`src/rtl/zc_pair_writer_if.sv`:
```
// Bundle of the lane beat stream and the compressed-activation SRAM write port.
// master drives beats and grants (upstream/arbiter side); slave is the pair writer.
interface zc_pair_writer_if #(
    parameter int unsigned N         = 16,
    parameter int unsigned ADDR_SIZE = 16
);
    logic                 i_valid;
    logic                 o_ready;
    logic [N-1:0]         i_data;
    logic [N-1:0]         i_offset;
    logic                 i_last;
    logic [ADDR_SIZE-1:0] i_base_addr;
    logic                 o_wr_en;
    logic [ADDR_SIZE-1:0] o_wr_addr;
    logic [N-1:0]         o_wr_data;
    logic                 i_wr_gnt;
    logic                 o_done;
    logic [ADDR_SIZE-1:0] o_pair_cnt;

    modport master (
        output i_valid, i_data, i_offset, i_last, i_base_addr, i_wr_gnt,
        input  o_ready, o_wr_en, o_wr_addr, o_wr_data, o_done, o_pair_cnt
    );

    modport slave (
        input  i_valid, i_data, i_offset, i_last, i_base_addr, i_wr_gnt,
        output o_ready, o_wr_en, o_wr_addr, o_wr_data, o_done, o_pair_cnt
    );
endinterface

```
`src/rtl/zc_pair_writer.sv`:
```
// Zero-compression pair writer: drops zero values, buffers (value, offset) pairs
// and drains each as two SRAM word writes, closing a brick with an end-marker pair.
module zc_pair_writer #(
    parameter int unsigned N         = 16,
    parameter int unsigned ADDR_SIZE = 16,
    parameter int unsigned DEPTH     = 4
) (
    input logic              clk,
    input logic              rst,
    zc_pair_writer_if.slave  bus
);
    localparam int unsigned PtrW = (DEPTH > 1) ? $clog2(DEPTH) : 1;
    localparam int unsigned CntW = PtrW + 1;

    typedef enum logic [2:0] {
        StIdle,
        StVal,
        StOff,
        StMval,
        StMoff,
        StDone
    } state_e;

    state_e               state_q, state_d;
    logic [2*N-1:0]       mem_q [DEPTH];
    logic [PtrW-1:0]      wr_ptr_q, wr_ptr_d;
    logic [PtrW-1:0]      rd_ptr_q, rd_ptr_d;
    logic [CntW-1:0]      count_q, count_d;
    logic [ADDR_SIZE-1:0] idx_q, idx_d;
    logic [ADDR_SIZE-1:0] base_q, base_d;
    logic                 last_seen_q, last_seen_d;
    logic                 brick_active_q, brick_active_d;

    logic                 full;
    logic                 accept;
    logic                 push;
    logic                 pop;
    logic                 done_pulse;
    logic [N-1:0]         head_value;
    logic [N-1:0]         head_offset;
    logic [ADDR_SIZE-1:0] addr_even;
    logic [ADDR_SIZE-1:0] addr_odd;

    assign full        = (count_q == CntW'(DEPTH));
    assign bus.o_ready = !full && !last_seen_q;
    assign accept      = bus.i_valid && bus.o_ready;
    assign push        = accept && (bus.i_data != '0);
    // The head pair is only released once its offset word is granted.
    assign pop         = (state_q == StOff) && bus.i_wr_gnt;

    assign head_value  = mem_q[rd_ptr_q][2*N-1:N];
    assign head_offset = mem_q[rd_ptr_q][N-1:0];
    // Address arithmetic wraps modulo 2^ADDR_SIZE.
    assign addr_even   = base_q + idx_q;
    assign addr_odd    = base_q + idx_q + ADDR_SIZE'(1);

    // FIFO storage; contents need no reset since count/pointers gate every read.
    always_ff @(posedge clk) begin
        if (push) begin
            mem_q[wr_ptr_q] <= {bus.i_data, bus.i_offset};
        end
    end

    // FIFO bookkeeping and brick context for the next cycle.
    always_comb begin
        wr_ptr_d       = wr_ptr_q;
        rd_ptr_d       = rd_ptr_q;
        count_d        = count_q;
        base_d         = base_q;
        last_seen_d    = last_seen_q;
        brick_active_d = brick_active_q;

        if (push) begin
            wr_ptr_d = wr_ptr_q + PtrW'(1);
        end
        if (pop) begin
            rd_ptr_d = rd_ptr_q + PtrW'(1);
        end
        unique case ({push, pop})
            2'b10:   count_d = count_q + CntW'(1);
            2'b01:   count_d = count_q - CntW'(1);
            default: count_d = count_q;
        endcase

        if (accept) begin
            if (!brick_active_q) begin
                base_d         = bus.i_base_addr;
                brick_active_d = 1'b1;
            end
            if (bus.i_last) begin
                last_seen_d = 1'b1;
            end
        end

        // Input is blocked while last_seen is set, so DONE never races an accept.
        if (done_pulse) begin
            last_seen_d    = 1'b0;
            brick_active_d = 1'b0;
        end
    end

    // Write-sequencing FSM: next state, idx update and SRAM/done outputs.
    always_comb begin
        state_d        = state_q;
        idx_d          = idx_q;
        done_pulse     = 1'b0;
        bus.o_wr_en    = 1'b0;
        bus.o_wr_addr  = '0;
        bus.o_wr_data  = '0;
        bus.o_done     = 1'b0;
        bus.o_pair_cnt = '0;

        unique case (state_q)
            StIdle: begin
                if (count_q != '0) begin
                    state_d = StVal;
                end else if (last_seen_q) begin
                    state_d = StMval;
                end
            end
            StVal: begin
                bus.o_wr_en   = 1'b1;
                bus.o_wr_addr = addr_even;
                bus.o_wr_data = head_value;
                if (bus.i_wr_gnt) begin
                    state_d = StOff;
                end
            end
            StOff: begin
                bus.o_wr_en   = 1'b1;
                bus.o_wr_addr = addr_odd;
                bus.o_wr_data = head_offset;
                if (bus.i_wr_gnt) begin
                    idx_d = idx_q + ADDR_SIZE'(2);
                    // Decision uses the registered count; a same-cycle push is picked
                    // up from IDLE on the following cycle.
                    if (count_q > CntW'(1)) begin
                        state_d = StVal;
                    end else if (last_seen_q) begin
                        state_d = StMval;
                    end else begin
                        state_d = StIdle;
                    end
                end
            end
            StMval: begin
                bus.o_wr_en   = 1'b1;
                bus.o_wr_addr = addr_even;
                bus.o_wr_data = '0;
                if (bus.i_wr_gnt) begin
                    state_d = StMoff;
                end
            end
            StMoff: begin
                bus.o_wr_en   = 1'b1;
                bus.o_wr_addr = addr_odd;
                bus.o_wr_data = {N{1'b1}};
                if (bus.i_wr_gnt) begin
                    state_d = StDone;
                end
            end
            StDone: begin
                done_pulse     = 1'b1;
                bus.o_done     = 1'b1;
                bus.o_pair_cnt = idx_q >> 1;
                idx_d          = '0;
                state_d        = StIdle;
            end
            default: begin
                state_d = StIdle;
            end
        endcase
    end

    // State registers with synchronous active-low reset; reset aborts any brick.
    always_ff @(posedge clk) begin
        if (!rst) begin
            state_q        <= StIdle;
            wr_ptr_q       <= '0;
            rd_ptr_q       <= '0;
            count_q        <= '0;
            idx_q          <= '0;
            base_q         <= '0;
            last_seen_q    <= 1'b0;
            brick_active_q <= 1'b0;
        end else begin
            state_q        <= state_d;
            wr_ptr_q       <= wr_ptr_d;
            rd_ptr_q       <= rd_ptr_d;
            count_q        <= count_d;
            idx_q          <= idx_d;
            base_q         <= base_d;
            last_seen_q    <= last_seen_d;
            brick_active_q <= brick_active_d;
        end
    end
endmodule

```
`src/flat_wrapper.sv`:
```
// flat-port wrapper written by rule: the top's interface ports become plain ports
module zc_pair_writer_flat 
#(
    parameter int unsigned N         = 16,
    parameter int unsigned ADDR_SIZE = 16,
    parameter int unsigned DEPTH     = 4
)
  (clk, rst, bus_i_valid, bus_i_data, bus_i_offset, bus_i_last, bus_i_base_addr, bus_i_wr_gnt, bus_o_ready, bus_o_wr_en, bus_o_wr_addr, bus_o_wr_data, bus_o_done, bus_o_pair_cnt);
  zc_pair_writer_if #(.N(N), .ADDR_SIZE(ADDR_SIZE)) bus_i ();
  input logic clk;
  input logic rst;
  input wire logic [$bits(bus_i.i_valid)-1:0] bus_i_valid;
  input wire logic [$bits(bus_i.i_data)-1:0] bus_i_data;
  input wire logic [$bits(bus_i.i_offset)-1:0] bus_i_offset;
  input wire logic [$bits(bus_i.i_last)-1:0] bus_i_last;
  input wire logic [$bits(bus_i.i_base_addr)-1:0] bus_i_base_addr;
  input wire logic [$bits(bus_i.i_wr_gnt)-1:0] bus_i_wr_gnt;
  output wire logic [$bits(bus_i.o_ready)-1:0] bus_o_ready;
  output wire logic [$bits(bus_i.o_wr_en)-1:0] bus_o_wr_en;
  output wire logic [$bits(bus_i.o_wr_addr)-1:0] bus_o_wr_addr;
  output wire logic [$bits(bus_i.o_wr_data)-1:0] bus_o_wr_data;
  output wire logic [$bits(bus_i.o_done)-1:0] bus_o_done;
  output wire logic [$bits(bus_i.o_pair_cnt)-1:0] bus_o_pair_cnt;
  assign bus_i.i_valid = bus_i_valid;
  assign bus_i.i_data = bus_i_data;
  assign bus_i.i_offset = bus_i_offset;
  assign bus_i.i_last = bus_i_last;
  assign bus_i.i_base_addr = bus_i_base_addr;
  assign bus_i.i_wr_gnt = bus_i_wr_gnt;
  assign bus_o_ready = bus_i.o_ready;
  assign bus_o_wr_en = bus_i.o_wr_en;
  assign bus_o_wr_addr = bus_i.o_wr_addr;
  assign bus_o_wr_data = bus_i.o_wr_data;
  assign bus_o_done = bus_i.o_done;
  assign bus_o_pair_cnt = bus_i.o_pair_cnt;
  zc_pair_writer #(.N(N), .ADDR_SIZE(ADDR_SIZE), .DEPTH(DEPTH)) u_core (.clk(clk), .rst(rst), .bus(bus_i));
endmodule
```
`config.mk`:
```
export PLATFORM = sky130hd
export DESIGN_NAME = zc_pair_writer_flat
export DESIGN_NICKNAME = d
export VERILOG_FILES = /design/src/rtl/zc_pair_writer_if.sv /design/src/rtl/zc_pair_writer.sv /design/src/flat_wrapper.sv
export SDC_FILE = /design/constraint.sdc
export NUM_CORES = 1
export LEC_CHECK = 0
export CAP_MARGIN = 20
export CORE_ASPECT_RATIO = 0.6
export CORE_MARGIN = 5
export CORE_UTILIZATION = 45
export DETAILED_ROUTE_END_ITERATION = 6
export PLACE_DENSITY = 0.74
export REMOVE_ABC_BUFFERS = 1
export SKIP_LAST_GASP = 1
export SLEW_MARGIN = 20
export SYNTH_ARGS = -nofsm -noshare
export SYNTH_HDL_FRONTEND = slang
export SYNTH_SLANG_ARGS = --single-unit
```
`constraint.sdc`:
```
create_clock -name clk -period 3.9 [get_ports clk]
set_clock_uncertainty 0.2 [all_clocks]
set_input_delay 0.78 -clock clk [delete_from_list [all_inputs] [get_ports clk]]
set_output_delay 0.78 -clock clk [all_outputs]
set_load 0.005 [all_outputs]
```
# --- Word level (Yosys, flattened, before mapping) ---
# Memories as Yosys holds them, arrays and structs flattened. A register that Yosys moved wholly into a read port is not among the register bits.
# Cells that the tools add are included.
op_classes:
  n_addsub: 7
  order_cmp: 1
  n_eq_ne: 13
  n_mux: 21
  n_bitwise: 2
  n_reduce_logical: 19
ops:
  columns: ["cell", "count"]
  rows:
  - ["$pmux 16 s2", 2]
  - ["$pmux 16 s3", 1]
  - ["$mux 3", 7]
  - ["$add 16x1->16 const B", 1]
  - ["$add 16x16->16", 1]
  - ["$add 16x2->16 const B", 1]
  - ["$mux 16", 1]
  - ["$reduce_bool 16->1", 1]
  - ["$mux 15", 1]
  - ["$pmux 3 s5", 1]
  - ["$eq 3x3->1 const B", 3]
  - ["$ne 2x2->1 const B", 4]
  - ["$eq 3x2->1 const B", 2]
  - ["$mux 2", 3]
  - ["$pmux 3 s2", 1]
  - ["$reduce_and 2->1", 3]
  - ["$reduce_or 2->1", 3]
  - ["$reduce_and 5->1", 1]
  - ["$add 2x1->2 const B", 2]
  - ["$logic_and 1x1->1", 4]
  - ["$mux 1", 4]
  - ["$reduce_bool 2->1", 2]
  - ["$reduce_or 4->1", 1]
  - ["$add 3x1->3 const B", 1]
  - ["other kinds (10)", 12]
totals:
  reg_bits: 44
  ram_bits: 128
  inputBits: 53
  out_inout_bits: 51
  wordCells: 72
  memories: 1
memory_table:
  columns: ["name", "depth", "word_bits", "rd", "rd_clocked_by_memory_dff", "wr", "line", "source"]
  rows:
  - ["u_core.mem_q", 4, 32, 1, 1, 1, "zc_pair_writer.sv:25", "logic [2*N-1:0] mem_q [DEPTH];"]

# --- Longest topological paths before layout ---
logic_depth:
  ltp_word: 7
  mapped_depth: 10
  mapped_depth_nobuf: 10

# --- Worst setup path before layout ---
# Ideal clock, no wire load.
synth_path:
  path_type: "register to output"
  start: "register u_core.idx_q[3]"
  end: "output bus_o_wr_addr[14]"
  t_arrival_ns: 2.702
  t_required_ns: 2.920
  setup_slack_ns: 0.218
  stages_incl_launch_ff: 9
  path_buffers: 0
  path_cell_list: "dfxtp_1 ha_1 and3_4 a2111o_1 xnor2_1 nor4b_4 nand2_1 or4_1 a22oi_1"
synth_between:
  elab_chain_len: 3
synth_lines:
  columns: ["element", "line", "source"]
  rows:
  - ["start, declared", "zc_pair_writer.sv:29", "logic [ADDR_SIZE-1:0] idx_q, idx_d;"]
  - ["start signal, assigned", "zc_pair_writer.sv:191", "idx_q <= idx_d;"]
  - ["$add 16x16->16 (*)", "zc_pair_writer.sv:54, zc_pair_writer.sv:55", null]
  - ["$add 16x1->16", "zc_pair_writer.sv:55", "assign addr_odd = base_q + idx_q + ADDR_SIZE'(1);"]
  - ["$pmux 16 s2 (*)", "zc_pair_writer.sv:113", "unique case (state_q)"]
  - ["end, declared", "flat_wrapper.sv:20", "output wire logic [$bits(bus_i.o_wr_addr)-1:0] bus_o_wr_addr;"]
# Every way passes the cells marked *; elsewhere a longest branch is shown, timed or not.

# --- Worst setup path after layout ---
layout_path:
  start: "register u_core.idx_q[5]"
  end: "output bus_o_wr_addr[12]"
# The elaborated chain is that of the path after synthesis.

==> impl_metrics.tcl <==
set metrics [dict create \
    hold_buffers 0 \
    timing.final.max_slew_violations 0 \
    worstSetupPathType "flip-flop to output pin" \
    drt_iter0_drc 586 \
    synthMuxAreaShare 0.09198 \
    synth_seq_cells 173 \
    clk_pin_slew_worst_paths_ns 0.07 \
    avgRoutedWirePerCell_um 19.45 \
    cellPowerDensity_nw_per_um2 477.4 \
    status "finished with violations" \
    ant_nets 0 \
    finalNonFillerCells 1062 \
    setup_viol 7 \
    end_kind "output pin" \
    yosysUniqueCellTypes 57 \
    path_buf_inv 2 \
    antenna_found_initial 1 \
    required_ns 2.92 \
    place_hpwl_um 13990 \
    ys.warnings.count 0 \
    grt_pass1_vias 6019 \
    p_leak_nw 3.853 \
    slew_headroom 0.4443 \
    period_minus_slack_ns 4.251 \
    drive_gt1_frac 0.2238 \
    grt_pass1_wl_um 32460 \
    coreArea_um2 17920 \
    timing.final.crit_share 1.090 \
    syn_area_per_cell_um2 12.61 \
    route.vias.total 5904 \
    synth-xor-area-share 0.03863 \
    fp.dieW_um 183.9 \
    grt_use_total 0.1976 \
    die_h_um 114.3 \
    synth_edf_count 128 \
    slowest_stage "or4_4" \
    drc 0 \
    nets 887 \
    worst_pin_slew_ns 0.8305 \
    path_cells "ha_4 > and3_4 > a2111o_1 > xnor2_2 > nor4b_4 > buf_4 > nand4_1 > or4_4 > nand3_2 > buf_6" \
    final_common_cell "edfxtp_1" \
    synth_simple_gate_area_frac 0.1263 \
    via_per_inst 5.559 \
    grt_max_degree 33 \
    startpoint_type "flip-flop" \
    syn_area_um2 8162 \
    cts_buffers 17 \
    path_max_fanout 4 \
    cpPeakStageDelay_ns 0.53 \
    place_inst 1016 \
    first_pass_iters 6 \
    clk_latency_ns 0.42 \
    synth_compound_area_frac 0.09627 \
    violations "setup timing" \
    root_buffer "clkbuf_16" \
    synthToLayoutAreaGrowth_pct 30.48 \
    routed_wl_um 20650 \
    start_util 0.4553 \
    diodes 0 \
    cts_max_level 4 \
    gp_congestion 0.8902 \
    synth-seq-area-share 0.5813 \
    rsz0062_at_grt "yes" \
    portBuffers 102 \
    postSynthCellCount 647 \
    synthAdderAreaFrac 0.03833 \
    hold_violations 0 \
    clockBufferDepth 2 \
    cp_data_arrival_time_ns 3.27 \
    cts_tree "yes" \
    layout_common_cells "edfxtp_1, clkdlybuf4s50_1, buf_4" \
    async_flop_share 0 \
    critPathTopFamily "simple AND/OR/NAND/NOR gates" \
    grt_remaining_overflow 0 \
    synth_top_family_by_area "simple AND/OR/NAND/NOR gates" \
    pin_count 104 \
    finalSetupTns_ns -1.562 \
    max-cap-violations 0 \
    clock_sinks 173 \
    num_rows 38 \
    fin_ws_ns -0.3515 \
    dieArea_um2 21020 \
    synth_ff_type "edfxtp_1" \
    r2r_slack_ns 0.97 \
    whs_ns 0.2772 \
    hp-class "flip-flop to flip-flop" \
    peakVddDrop_uv 265.2 \
    fmax_mhz 235.2 \
]
==> area by class of cell <==
cell class | instances | area, µm²
Clock buffer | 18 | 429.2
Clock inverter | 14 | 146.4
Fill cell | 1383 | 7276
Inverter | 25 | 93.84
Multi-Input combinational cell | 417 | 3368
Sequential cell | 173 | 4758
Tap cell | 240 | 300.3
Timing Repair Buffer | 175 | 1553
==> final timing paths <==
check                                                     from                        endpoint  depth (start not counted)
worst max-delay path              u_core.idx_q[5]$_SDFFE_PN0P_               bus_o_wr_addr[12]                         10
worst min register to register   u_core.base_q[6]$_SDFFE_PN0P_   u_core.base_q[6]$_SDFFE_PN0P_                          2
worst max register to register  u_core.state_q[0]$_SDFFE_PN0P_  u_core.count_q[2]$_SDFFE_PN0P_                          5
worst min-delay path             u_core.base_q[6]$_SDFFE_PN0P_   u_core.base_q[6]$_SDFFE_PN0P_                          2
==> state kept, by name, summed over array words and instances (netlist names), named ones only <==
register               flops
u_core.wr_ptr_q            2
u_core.rd_ptr_q            2
u_core.idx_q              15
u_core.count_q             3
u_core.brick_active_q      1
u_core.mem_q             128
u_core.state_q             3
u_core.base_q             16
u_core.last_seen_q         1
==> cells in the mapped netlist, types with 2 or more instances <==
cell type | number | area share
nand3_1 | 9 | 0.0055
o21ai_1 | 2 | 0.0012
o21ai_0 | 20 | 0.012
clkbuf_1 | 29 | 0.013
nand2_1 | 64 | 0.029
a21boi_0 | 17 | 0.016
or4_1 | 3 | 0.0028
and3_1 | 6 | 0.0046
buf_1 | 2 | 0.00092
mux4_2 | 32 | 0.088
inv_1 | 25 | 0.011
o211ai_1 | 3 | 0.0028
nor2_1 | 33 | 0.015
nor4_1 | 6 | 0.0046
and4_1 | 2 | 0.0021
ha_1 | 25 | 0.038
edfxtp_1 | 128 | 0.47
nand4_1 | 11 | 0.0084
nor3_1 | 5 | 0.0031
a22oi_1 | 2 | 0.0018
a31oi_1 | 4 | 0.0031
dfxtp_1 | 45 | 0.11
a21o_1 | 3 | 0.0028
a2111o_1 | 2 | 0.0028
xor2_1 | 22 | 0.024
nand2b_1 | 3 | 0.0023
o31ai_1 | 4 | 0.0037
mux2i_1 | 3 | 0.0037
nand3b_1 | 3 | 0.0028
nor3b_1 | 3 | 0.0028
or3_1 | 7 | 0.0054
or2_2 | 2 | 0.0015
and2_1 | 27 | 0.021
a21oi_1 | 32 | 0.020
nor2b_1 | 9 | 0.0069
xnor2_1 | 14 | 0.015
or3b_1 | 2 | 0.0021
o22ai_1 | 19 | 0.015
==> per-stage QoR <==
stage	setup slack [ns]	power [W]	util	area, µm²
floorplan	0.2175	0.002866	-	8038
global placement	-0.1815	0.003426	0.5477	9818
detailed placement	-0.2412	0.003471	0.5477	9818
CTS	-0.2486	0.005098	0.5896	10570
global route	-0.4301	0.005316	0.5941	10650
finish	-0.3515	0.005084	0.5941	10650
==> worst register-to-register path, cell delays in order (launching register included) <==
cell and delay, ns:
dfxtp_1 0.43, or3b_1 0.78, nor2_2 0.53, ha_1 0.37
or3_1 0.40, a21boi_0 0.16
==> routing by layer <==
layer / part of all wire / global-route usage / routed length, µm
met3: 0.052 / 0.03937 / 1084
met2: 0.48 / 0.3131 / 9848
met5: 0.00063 / 0 / 13
met1: 0.46 / 0.2819 / 9459
met4: 0.012 / 0.05170 / 246
==> power breakdown <==
group / switching (W) / total [W] / internal, W / leakage (nW)
sequential: 0.0000707 / 0.00218 / 0.00211 / 1.54
combinational: 0.000653 / 0.00127 / 0.000614 / 2.03
clock: 0.000779 / 0.00164 / 0.000857 / 0.285
total: 0.00150 / 0.00508 / 0.00358 / 3.85
==> cells by family after synthesis <==
family,count (synthesis)
buf+inv,57
flops,173
fa+ha+maj,25
simple gates,199
compound gates,121
xor+xnor,36
mux,35
other cells,1
==> repair_timing <==
| action | in CTS | in global routing |
|---|---|---|
| resized for setup | 56 | 16 |
| buffers inserted | 14 | 3 |
| pin swaps | 23 | 9 |
| setup endpoints to repair | 10 | 11 |
Power figures use the tool's default switching activity.
